===== src/rtl/dmem_arbiter.sv =====
// dmem_arbiter: shares the data memory between the core MEM stage and a DMA/debug port.
// The core has priority. A starvation counter forces a one-cycle DMA slot.
module dmem_arbiter #(
    parameter int DMEM_ADDR_WIDTH = 12,
    parameter int DMEM_WORD_WIDTH = 16,
    parameter int STARVE_LIMIT    = 4,
    parameter int CNT_WIDTH       = 4
) (
    input  logic                       clock,
    input  logic                       reset,
    input  logic                       in_core_access,
    input  logic [DMEM_ADDR_WIDTH-1:0] in_core_rd_addr,
    input  logic [DMEM_ADDR_WIDTH-1:0] in_core_wr_addr,
    input  logic [DMEM_WORD_WIDTH-1:0] in_core_wr_word,
    input  logic                       in_core_write_en,
    output logic                       out_core_stall,
    output logic [DMEM_WORD_WIDTH-1:0] out_core_rd_word,
    input  logic                       in_dma_req,
    input  logic                       in_dma_write,
    input  logic [DMEM_ADDR_WIDTH-1:0] in_dma_addr,
    input  logic [DMEM_WORD_WIDTH-1:0] in_dma_wr_word,
    output logic                       out_dma_gnt,
    output logic                       out_dma_rd_valid,
    output logic [DMEM_WORD_WIDTH-1:0] out_dma_rd_word,
    output logic [DMEM_ADDR_WIDTH-1:0] out_mem_rd_addr,
    output logic [DMEM_ADDR_WIDTH-1:0] out_mem_wr_addr,
    output logic [DMEM_WORD_WIDTH-1:0] out_mem_wr_word,
    output logic                       out_mem_write_en,
    input  logic [DMEM_WORD_WIDTH-1:0] in_mem_rd_word
);
    localparam logic [CNT_WIDTH-1:0] LIMIT = CNT_WIDTH'(STARVE_LIMIT);

    logic [CNT_WIDTH-1:0] starve_cnt;
    logic [CNT_WIDTH-1:0] cnt_next;
    logic                 force_slot;
    logic                 rd_pending;
    logic                 dma_gnt;

    // grant/stall decision and memory port mux, all zero-latency
    always_comb begin
        dma_gnt          = in_dma_req & (~in_core_access | force_slot);
        out_dma_gnt      = dma_gnt;
        out_core_stall   = in_core_access & in_dma_req & force_slot;
        out_mem_rd_addr  = dma_gnt ? in_dma_addr : in_core_rd_addr;
        out_mem_wr_addr  = dma_gnt ? in_dma_addr : in_core_wr_addr;
        out_mem_wr_word  = dma_gnt ? in_dma_wr_word : in_core_wr_word;
        out_mem_write_en = dma_gnt ? in_dma_write : (in_core_access & in_core_write_en);
        out_core_rd_word = in_mem_rd_word;
        out_dma_rd_word  = in_mem_rd_word;
        out_dma_rd_valid = rd_pending;
    end

    // saturating count of consecutive denied DMA cycles; any grant or idle cycle clears it
    always_comb begin
        cnt_next = (in_dma_req & ~dma_gnt) ? ((starve_cnt == LIMIT) ? starve_cnt : starve_cnt + 1'b1) : '0;
    end

    // force is raised on the same edge the counter reaches the limit, so the slot opens next cycle
    always_ff @(posedge clock or negedge reset) begin
        if (!reset) begin
            starve_cnt <= '0;
            force_slot <= 1'b0;
            rd_pending <= 1'b0;
        end else begin
            starve_cnt <= cnt_next;
            force_slot <= (cnt_next == LIMIT);
            rd_pending <= dma_gnt & ~in_dma_write;
        end
    end
endmodule


===== config.mk =====
export PLATFORM = sky130hd
export DESIGN_NAME = dmem_arbiter
export DESIGN_NICKNAME = d
export VERILOG_FILES = /design/src/rtl/dmem_arbiter.sv
export SDC_FILE = /design/constraint.sdc
export NUM_CORES = 1
export LEC_CHECK = 0
export ABC_AREA = 1
export CAP_MARGIN = 20
export CORE_ASPECT_RATIO = 1.5
export CORE_MARGIN = 8
export CORE_UTILIZATION = 24
export CTS_CLUSTER_SIZE = 28
export DETAILED_ROUTE_END_ITERATION = 8
export PLACE_DENSITY = 0.87
export RECOVER_POWER = 100
export SLEW_MARGIN = 10
export SYNTH_ARGS = -nofsm -noshare
export SYNTH_HDL_FRONTEND = slang
export SYNTH_SLANG_ARGS = --single-unit

===== constraint.sdc =====
create_clock -name clock -period 3.5 [get_ports clock]
set_input_delay 0.35 -clock clock [delete_from_list [all_inputs] [get_ports clock]]
set_output_delay 0.35 -clock clock [all_outputs]
set_load 0.1 [all_outputs]

==> metrics.cfg, run 1 <==
[run_status]
outcome=finished clean

[clock_network]
cts.repair_timing.setup_buffer_count=0
cts_resized=0
path_clk_slew_ns=0.03
htree_levels=1
later_pin_clock_latency_in_the_skew_report_ns=0.22
ctsRootBufferMaster=sky130_fd_sc_hd__clkbuf_8
cts_tree=built
tritoncts_num_sinks=6
cts_hold_repair.buffers=0
worst_case_clock_buffer_depth=2
cts_inserted_buffers=3

[synth]
share_of_the_synthesized_area_in_the_top_cell_type_pct=44.3
mappedNetlistNets=283
yosysUniqueCellTypes=15
ys_seq_area_share_pct=14.7
synth_commonest_cells=sky130_fd_sc_hd__nand2_1, sky130_fd_sc_hd__buf_4, sky130_fd_sc_hd__inv_1, sky130_fd_sc_hd__dfrtp_1, sky130_fd_sc_hd__buf_2
async_reset_ff_share_pct=100
synth_top_area_cell=sky130_fd_sc_hd__nand2_1
synth.yosys.warnings=0
dominant_cells_by_area_after_synthesis=sky130_fd_sc_hd__nand2_1, sky130_fd_sc_hd__buf_4, sky130_fd_sc_hd__dfrtp_1, sky130_fd_sc_hd__inv_1, sky130_fd_sc_hd__buf_2
synth-edff-count=0
synthesized_area_divided_by_synthesized_cell_count_um2=5.37
yosys.cell_count.top_type=sky130_fd_sc_hd__nand2_1
synth-seq-cells=6
synthCells=191
synth_area_mm2=0.00102
synth_flop_cell=sky130_fd_sc_hd__dfrtp_1

[detailed_routing]
via_per_inst=4.33
initialDrtViolationCount=38
route.final.wire_length_mm=4.60
avgRoutedWirePerCell_um=14.4
dr.pass1.iters=2
detail_route.drc_violations=0
final_antenna_net_count=0
vias=1382

[timing]
layout_worst_path_cycle_share_pct=80.4
maxSlewViolCount=0
grt_setup_unrepaired=false
layout_min_cycle_time_ns=2.82
fmax_mhz=355
fin_worst_skew_ns=0.0000772
timing_worst_slew_pin_value_ns=1.17
hold_viol_final=0
setup_tns_ns=0
slew_headroom_pct=22.3
report.final.setup_viol=0

[cells_and_area]
final_net_count=367
layout-drive-gt1-share_pct=17.6
number_of_antenna_repair_diodes=0
growth_of_design_area_from_synthesis_to_finish_pct=134

[worst_setup_path]
cp.required_ns=3.15
path_max_fanout=29
path_class=in2out
timing.critical_path.arrival_ns=2.47
setup.worst_path.end_class=primary output
setup.worst_path.start_class=primary input

[power]
worst_ir_drop_vdd_v=0.000205
leakage_nw=1.23
p_total_mw=0.793
pwr_density_cell_mw_per_mm2=331

[global_routing]
maximum_number_of_pins_on_one_net_before_global_route_repair=43
grt_antenna_before_repair=0
first_global_vias=1452
grt_overflow_total=0
grt.total_usage_pct=12.8
grt_pass1_wl_mm=6.96

[die]
design.core.area_mm2=0.00417
fp.dieW_um=69.4
floorplan.initialDensity_pct=24.6
design.die.area_mm2=0.00666
io_pins=166
fp-row-count=29
die_h_um=96.0

[placed_design]
detailed_place_hpwl_mm=4.07
gp_congestion=0.740
port_buffers=117

[min_path]
min_path_type=in2async

[job]
drv_cap=0

metrics by stage:
step | cells | hold slack [ns] | utilization [%] | area, um^2 | worst slack (ns)
3_5_place_dp | 316 | 0.564 | 57.0 | 2380 | 1.22
5_1_grt | 319 | 0.471 | 57.4 | 2400 | 0.555
3_3_place_gp | 316 | 0.551 | 57.0 | 2380 | 1.27
2_1_floorplan | 191 | 0.0544 | - | 1020 | 0.979
6_report | 319 | 0.438 | 57.4 | 2400 | 0.685
4_1_cts | 319 | 0.377 | 58.0 | 2420 | 1.22
worst max-delay path: stages:
cell	delay, ns
sky130_fd_sc_hd__dlygate4sd3_1	0.57
sky130_fd_sc_hd__nand2_1	0.09
sky130_fd_sc_hd__nand2_2	0.05
sky130_fd_sc_hd__inv_1	0.67
sky130_fd_sc_hd__nand2_1	0.16
sky130_fd_sc_hd__nand2_1	0.10
sky130_fd_sc_hd__clkbuf_2	0.46
worst paths after layout:
path,from,endpoint,slack (ns),depth (start not counted)
min,reset,starve_cnt[2],0.44,1
min reg2reg,starve_cnt[3],starve_cnt[3],0.57,4
max,in_core_access,out_mem_rd_addr[4],0.68,7
max in group asynchronous,reset,out_dma_rd_valid,2.85,1
min in group clock,starve_cnt[3],starve_cnt[3],0.57,4
max reg2reg,starve_cnt[0],force_slot,2.24,6
layer usage:
metal	track usage, %	wire, um	vias to the layer above
met5	0	0	-
li1	-	-	701
met2	24.7	2530	83
met4	7.20	136	0
met3	4.54	432	20
met1	11.3	1500	578
kinds of logic after synthesis:
| group | after synthesis | synth area share, % |
|---|---|---|
| AOI/OAI and AO/OA | 2 | 0.977 |
| DFF | 6 | 14.7 |
| adders and majority gates | 2 | 2.44 |
| buffers and inverters | 48 | 31.4 |
| and+or+nand+nor | 133 | 50.5 |
placed cells by master (no fill, tap or decap), drive strengths merged:
master | netlist | final
clkdlybuf4s50 | 0 | 71
a21oi | 2 | 2
nand4 | 2 | 2
dfrtp | 6 | 6
or2 | 1 | 1
buf | 39 | 42
clkbuf | 0 | 5
nor2 | 5 | 5
inv | 9 | 9
ha | 2 | 2
nand3 | 3 | 3
nand2 | 122 | 122
dlygate4sd3 | 0 | 3
registers in the layout, indices dropped and copies added (netlist names):
name	count
starve_cnt	4
force_slot	1
out_dma_rd_valid	1
power by group:
part / total (mW) / internal (mW) / leakage [nW] / switching [mW]
Clock: 0.101 / 0.0737 / 0.0216 / 0.0278
Combinational: 0.618 / 0.232 / 1.13 / 0.386
Sequential: 0.0728 / 0.0714 / 0.0822 / 0.00145
cell type report:
class                   instances  area [um^2]
inverters                       9         33.8
clock buffers                   3         41.3
multi-input cells             137          548
well taps                      46         57.6
flip-flops and latches          6          150
fillers                       373         1780
repair buffers                118         1570
(Power assumes the default switching activity.)
==> run 2: changes to the inputs <==
- CORE_UTILIZATION: 24 -> 22
- PLACE_DENSITY: 0.87 -> 0.81
- clock period: 3.5 -> 2.9 ns (I/O delays scaled with it)
==> metrics.cfg, run 2 (synthesis results as in run 1) <==
[cells_and_area]
most_frequent_cells_in_the_layout=sky130_fd_sc_hd__nand2_1, sky130_fd_sc_hd__clkdlybuf4s50_1, sky130_fd_sc_hd__buf_12
top_register=starve_cnt
layout-drive-gt1-share_pct=17.9  ; +0.37 points
most_common_cell_after_layout_fill_and_taps_aside=sky130_fd_sc_hd__nand2_1
finalCoreUtilization_pct=52.1  ; -5.4 points
largest_reg_flops=4  ; unchanged
final_net_count=367  ; unchanged
number_of_antenna_repair_diodes=0  ; unchanged
growth_of_design_area_from_synthesis_to_finish_pct=129

[timing]
slew_headroom_pct=20.7  ; -1.6 points
hold_viol_final=0  ; unchanged
setup_tns_ns=0  ; unchanged
timing_worst_slew_pin_value_ns=1.19  ; +0.0243 ns
setup_slack_ns=0.378  ; -0.307 ns
fmax_mhz=396
layout_min_cycle_time_ns=2.52
grt_setup_unrepaired=false
fin_worst_skew_ns=0.000187  ; +0.000110 ns
report.final.setup_viol=0  ; unchanged
layout_worst_path_cycle_share_pct=87.0
timing.hold.ws_ns=0.379  ; -0.0583 ns
maxSlewViolCount=0  ; unchanged

[power]
switching_power_mw=0.497  ; +20%
power.internal_mw=0.443  ; +17%
p_total_mw=0.941  ; +19%
worst_ir_drop_vdd_v=0.000220  ; +7.0%
pwr_density_cell_mw_per_mm2=401  ; +21%
leakage_nw=1.21  ; -2.1%
sw_frac_of_total_pct=52.9  ; +0.49 points
power.share.clock_pct=12.8  ; about the same
power.share.sequential_pct=9.4  ; +0.2 points
power.combinational.fraction_pct=77.9  ; about the same

[job]
drv_cap=0  ; unchanged

[worst_setup_path]
crit_path_cell_trace=dlygate4sd3_1 -> nand2_1 -> nand2_2 -> inv_2 -> nand2_1 -> nand2_1 -> clkbuf_4
worst_path_largest_cell_delay_ns=0.57  ; -0.10 ns
worstSetupEndpoint=out_mem_rd_addr[0]
cp_num_buf_inv=3  ; unchanged
timing.critical_path.arrival_ns=2.23  ; -0.24 ns
timing.critical_path.from=in_core_access
crit_path_frequent_cell=sky130_fd_sc_hd__nand2_1
path_max_fanout=29  ; unchanged
setup.worst_path.end_class=primary output
cpLargestDelayFamily=buffers and inverters
timing.rr.end=out_dma_rd_valid
path_class=in2out
setup.worst_path.start_class=primary input
worst_r2r_path_depth=5  ; -1
setup.reg_to_reg.worst_slack_ns=1.57  ; -0.67 ns
cp_num_cells=7  ; unchanged
critical_path.slowest_cell=sky130_fd_sc_hd__dlygate4sd3_1
reg_to_reg_critical_path_startpoint=force_slot
cp.required_ns=2.61  ; -0.54 ns

[die]
floorplan.initialDensity_pct=22.8  ; -1.8 points
design.die.area_mm2=0.00714  ; +7.3%
fp-row-count=30  ; +3.4%
die_h_um=99.6  ; +3.7%
design.core.area_mm2=0.00450  ; +7.9%
fp.dieW_um=71.7  ; +3.4%
io_pins=166  ; unchanged

[detailed_routing]
vias=1412  ; +2.2%
via_per_inst=4.40  ; +1.5%
detail_route.drc_violations=0  ; unchanged
dr.pass1.iters=4  ; +2
avgRoutedWirePerCell_um=14.4  ; -0.36%
route.final.wire_length_mm=4.61  ; +0.26%
final_antenna_net_count=0  ; unchanged
initialDrtViolationCount=32  ; -16%

[clock_network]
cts_tree=built
path_clk_slew_ns=0.03  ; about the same
cts_resized=0  ; unchanged
cts.repair_timing.setup_buffer_count=0  ; unchanged
cts_hold_repair.buffers=0  ; unchanged
tritoncts_num_sinks=6  ; unchanged
later_pin_clock_latency_in_the_skew_report_ns=0.22  ; about the same
worst_case_clock_buffer_depth=2  ; unchanged
htree_levels=1  ; unchanged
ctsRootBufferMaster=sky130_fd_sc_hd__clkbuf_8
cts_inserted_buffers=3  ; unchanged

[placed_design]
dp_worst_setup_slack_ns=0.500  ; -0.721 ns
detailed_place_hpwl_mm=4.06  ; -0.21%
gp_congestion=0.850  ; +15%
port_buffers=117  ; unchanged

[global_routing]
grt_overflow_total=0  ; unchanged
first_global_vias=1589  ; +9.4%
maximum_number_of_pins_on_one_net_before_global_route_repair=30  ; -30%
grt_antenna_before_repair=0  ; unchanged
grt.total_usage_pct=12.7  ; -0.13 points
grt_pass1_wl_mm=7.31  ; +5.1%

[run_status]
outcome=finished clean

[min_path]
min_path_type=in2async

-- run 2: changes by cell type in the layout (fill, tap and decap cells not counted) --
cell                            delta
sky130_fd_sc_hd__buf_4             -1
sky130_fd_sc_hd__inv_2             +1
sky130_fd_sc_hd__clkbuf_2          -1
sky130_fd_sc_hd__clkbuf_1          +1
sky130_fd_sc_hd__dlygate4sd3_1     -1
sky130_fd_sc_hd__inv_1             -1
sky130_fd_sc_hd__buf_12            -4
sky130_fd_sc_hd__clkbuf_4          +6
-- run 2: how the worst min path moves through the flow --
stage	from	end	slack [ns]	cells past startpoint
after detailed placement	reset	starve_cnt[2]	0.55	1
final	reset	starve_cnt[2]	0.38	1
after global routing	reset	starve_cnt[2]	0.39	1
after CTS	reset	starve_cnt[2]	0.31	1
after global placement	reset	starve_cnt[3]	0.54	1
after floorplan	reset	force_slot	-0.006	0
-- run 2: stage by stage --
step | instances | area [um^2]
detailed placement | 318 | 2390
global placement | 318 | 2390
finish | 321 | 2340
global route | 321 | 2340
CTS | 321 | 2430
floorplan | 191 | 1020
-- run 2: layout make-up --
class,count,area (um^2)
fill,411,2160
multi-input combinational,137,548
sequential,6,150
tap,48,60.1
timing repair buffer,118,1510
inverter,9,33.8
clock buffer,3,41.3
-- run 2: layer usage --
layer	part of all wire (%)	GRT usage [%]	wire length (um)	vias to the layer above
li1	-	-	-	701
met1	31	10.6	1420	602
met2	54	23.7	2470	84
met3	12	5.94	572	25
met4	3.1	6.79	145	0
met5	0	0	0	-
-- run 2: worst reg2reg max path, cell delays in order (launching register included) --
cell and delay, ns:
sky130_fd_sc_hd__dfrtp_1 0.37, sky130_fd_sc_hd__inv_1 0.07, sky130_fd_sc_hd__nand2_1 0.06, sky130_fd_sc_hd__nand2_2 0.28, sky130_fd_sc_hd__buf_4 0.33, sky130_fd_sc_hd__nor2_1 0.10
-- run 2: power groups by stage --
stage | combinational (mW) | sequential [mW] | clock [mW]
4_1_cts | 0.762 | 0.0880 | 0.126
3_5_place_dp | 0.760 | 0.0890 | 0
5_1_grt | 0.761 | 0.0881 | 0.134
2_1_floorplan | 0.626 | 0.0925 | 0
6_report | 0.732 | 0.0880 | 0.120
3_3_place_gp | 0.755 | 0.0888 | 0
==> run 3: changes to the inputs <==
- ABC_AREA: 1 -> 0
- CELL_PAD_IN_SITES_DETAIL_PLACEMENT: unset -> 0
- CELL_PAD_IN_SITES_GLOBAL_PLACEMENT: unset -> 1
- CORE_UTILIZATION: 22 -> 14
- PLACE_DENSITY: 0.81 -> unset
- PLACE_DENSITY_LB_ADDON: unset -> 0.1
==> metrics.cfg, run 3 <==
[job]
drv_cap=0  ; unchanged

[timing]
setup_tns_ns=0  ; unchanged
timing_worst_slew_pin_value_ns=1.22  ; +0.0211 ns
layout_min_cycle_time_ns=2.45  ; -0.0759 ns
setup_slack_ns=0.454  ; +0.0759 ns
hold_viol_final=0  ; unchanged
maxSlewViolCount=0  ; unchanged
slew_headroom_pct=19.3  ; -1.4 points
layout_worst_path_cycle_share_pct=84.4  ; -2.6 points
report.final.setup_viol=0  ; unchanged
fmax_mhz=409  ; +3.1%
fin_worst_skew_ns=0.00293  ; +0.00274 ns
grt_setup_unrepaired=false

[placed_design]
dpl.cell_count=298  ; -6.3%
detailed_place_hpwl_mm=4.63  ; +14%
dp_worst_setup_slack_ns=0.655  ; +0.155 ns
port_buffers=117  ; unchanged
gp_congestion=0.732  ; -14%
dpl_cell_area_mm2=0.00254  ; +6.1%

[clock_network]
cts_inserted_buffers=3  ; unchanged
ctsRootBufferMaster=sky130_fd_sc_hd__clkbuf_16
later_pin_clock_latency_in_the_skew_report_ns=0.23  ; about the same
cts_hold_repair.buffers=0  ; unchanged
cts_resized=0  ; unchanged
tritoncts_num_sinks=6  ; unchanged
cts_tree=built
worst_case_clock_buffer_depth=2  ; unchanged
htree_levels=1  ; unchanged
path_clk_slew_ns=0.03  ; about the same
cts.repair_timing.setup_buffer_count=0  ; unchanged

[synth]
mappedNetlistNets=206  ; -27%
dominant_cells_by_area_after_synthesis=sky130_fd_sc_hd__mux2_2, sky130_fd_sc_hd__buf_4, sky130_fd_sc_hd__dfrtp_1, sky130_fd_sc_hd__mux2_1, sky130_fd_sc_hd__ha_1
synth_flop_cell=sky130_fd_sc_hd__dfrtp_1
synth-edff-count=0  ; unchanged
synth_area_mm2=0.00108  ; +5.4%
yosysUniqueCellTypes=23  ; +8
synth.yosys.warnings=0  ; unchanged
async_reset_ff_share_pct=100  ; unchanged
synth_commonest_cells=sky130_fd_sc_hd__mux2_2, sky130_fd_sc_hd__buf_4, sky130_fd_sc_hd__dfrtp_1, sky130_fd_sc_hd__inv_1
share_of_the_synthesized_area_in_the_top_cell_type_pct=38.6  ; -5.7 points
synth-seq-cells=6  ; unchanged
yosys.cell_count.top_type=sky130_fd_sc_hd__mux2_2
synthCells=114  ; -40%
synth_top_area_cell=sky130_fd_sc_hd__mux2_2
ys_seq_area_share_pct=13.9  ; -0.75 points
synthesized_area_divided_by_synthesized_cell_count_um2=9.47  ; +77%

[detailed_routing]
initialDrtViolationCount=16  ; -50%
route.final.wire_length_mm=5.26  ; +14%
final_antenna_net_count=0  ; unchanged
via_per_inst=3.85  ; -12%
vias=1159  ; -18%
dr.pass1.iters=2  ; -2
detail_route.drc_violations=0  ; unchanged
avgRoutedWirePerCell_um=17.5  ; +22%

[power]
pwr_density_cell_mw_per_mm2=403  ; +0.54%
p_total_mw=1.03  ; +9.1%
worst_ir_drop_vdd_v=0.000307  ; +40%
leakage_nw=1.05  ; -13%

[die]
floorplan.initialDensity_pct=14.3  ; -8.5 points
fp-row-count=39  ; +30%
design.core.area_mm2=0.00756  ; +68%
die_h_um=124  ; +24%
design.die.area_mm2=0.0108  ; +52%
io_pins=166  ; unchanged
fp.dieW_um=87.7  ; +22%

[worst_setup_path]
setup.worst_path.end_class=primary output
cp_num_buf_inv=4  ; +1
worst_path_largest_cell_delay_ns=0.60  ; +0.03 ns
crit_path_cell_trace=dlygate4sd3_1 -> inv_1 -> o21ai_4 -> buf_12 -> mux2_1 -> clkbuf_2
path_class=in2out
cpLargestDelayFamily=buffers and inverters
setup.reg_to_reg.worst_slack_ns=1.31  ; -0.26 ns
path_max_fanout=43  ; +48%
critical_path.slowest_cell=sky130_fd_sc_hd__dlygate4sd3_1
timing.critical_path.arrival_ns=2.16  ; -0.07 ns
cp.required_ns=2.61  ; about the same
setup.worst_path.start_class=primary input

[global_routing]
grt.total_usage_pct=9.00  ; -3.7 points
maximum_number_of_pins_on_one_net_before_global_route_repair=44  ; +47%
grt_pass1_wl_mm=7.47  ; +2.3%
grt_antenna_before_repair=1  ; +1
globalRouteMet2Util_pct=15.2  ; -8.5 points
grt.met1_usage_pct=9.37  ; -1.2 points
first_global_vias=1297  ; -18%
met3_use_gr_pct=5.19  ; -0.75 points
grt_overflow_total=0  ; unchanged
globalRoute.busiestLayer=met2

[cells_and_area]
final_net_count=293  ; -20%
fin_area_mm2=0.00254  ; +8.5%
number_of_antenna_repair_diodes=0  ; unchanged
most_common_cell_after_layout_fill_and_taps_aside=sky130_fd_sc_hd__clkdlybuf4s50_1
top_register=starve_cnt
largest_reg_flops=4  ; unchanged
stdcell_count=301  ; -6.2%
growth_of_design_area_from_synthesis_to_finish_pct=136
most_frequent_cells_in_the_layout=sky130_fd_sc_hd__clkdlybuf4s50_1, sky130_fd_sc_hd__mux2_1, sky130_fd_sc_hd__buf_12
layout-drive-gt1-share_pct=23.6  ; +5.7 points

[run_status]
outcome=finished clean

[min_path]
min_path_type=in2async

-- run 3: layer usage --
layer | wire, um | part of all wire, %
met3 | 800 | 15
met1 | 2060 | 39
met5 | 13 | 0.25
met4 | 45 | 0.86
met2 | 2340 | 44
-- run 3: where the power goes --
group | total (mW) | internal, mW | switching [mW] | leakage, nW
combinational | 0.714 | 0.279 | 0.435 | 0.933
sequential | 0.0885 | 0.0861 | 0.00240 | 0.0822
clock | 0.224 | 0.177 | 0.0470 | 0.0370
total | 1.03 | 0.542 | 0.484 | 1.05
-- run 3: cell families after synthesis --
family          share of synthesized area [%]
xor+xnor                                0.811
simple gates                             7.19
fa+ha+maj                                2.32
buf+inv                                  27.8
mux                                      43.6
compound gates                           4.40
flops                                    13.9
-- run 3: stage by stage --
| stage | utilization (%) | hold WS (ns) |
|---|---|---|
| after floorplan | - | -0.00559 |
| after global placement | 33.5 | 0.549 |
| after detailed placement | 33.5 | 0.554 |
| after CTS | 34.5 | 0.315 |
| after global routing | 33.6 | 0.406 |
| final | 33.6 | 0.378 |
-- run 3: cell type report --
cell class	instances	area, um^2
clock buffers	3	75.1
fillers	765	5020
inverters	6	22.5
multi-input cells	66	629
flip-flops and latches	6	150
well taps	102	128
repair buffers	118	1540
-- run 3: final timing paths --
kind | cells after the start | start | to
hold / removal | 1 | reset | starve_cnt[0]
hold reg to reg | 1 | force_slot | starve_cnt[0]
max in group asynchronous | 1 | reset | starve_cnt[1]
setup / recovery | 6 | in_core_access | out_mem_wr_word[3]
setup reg to reg | 5 | starve_cnt[0] | force_slot
min in group clock | 1 | force_slot | starve_cnt[0]
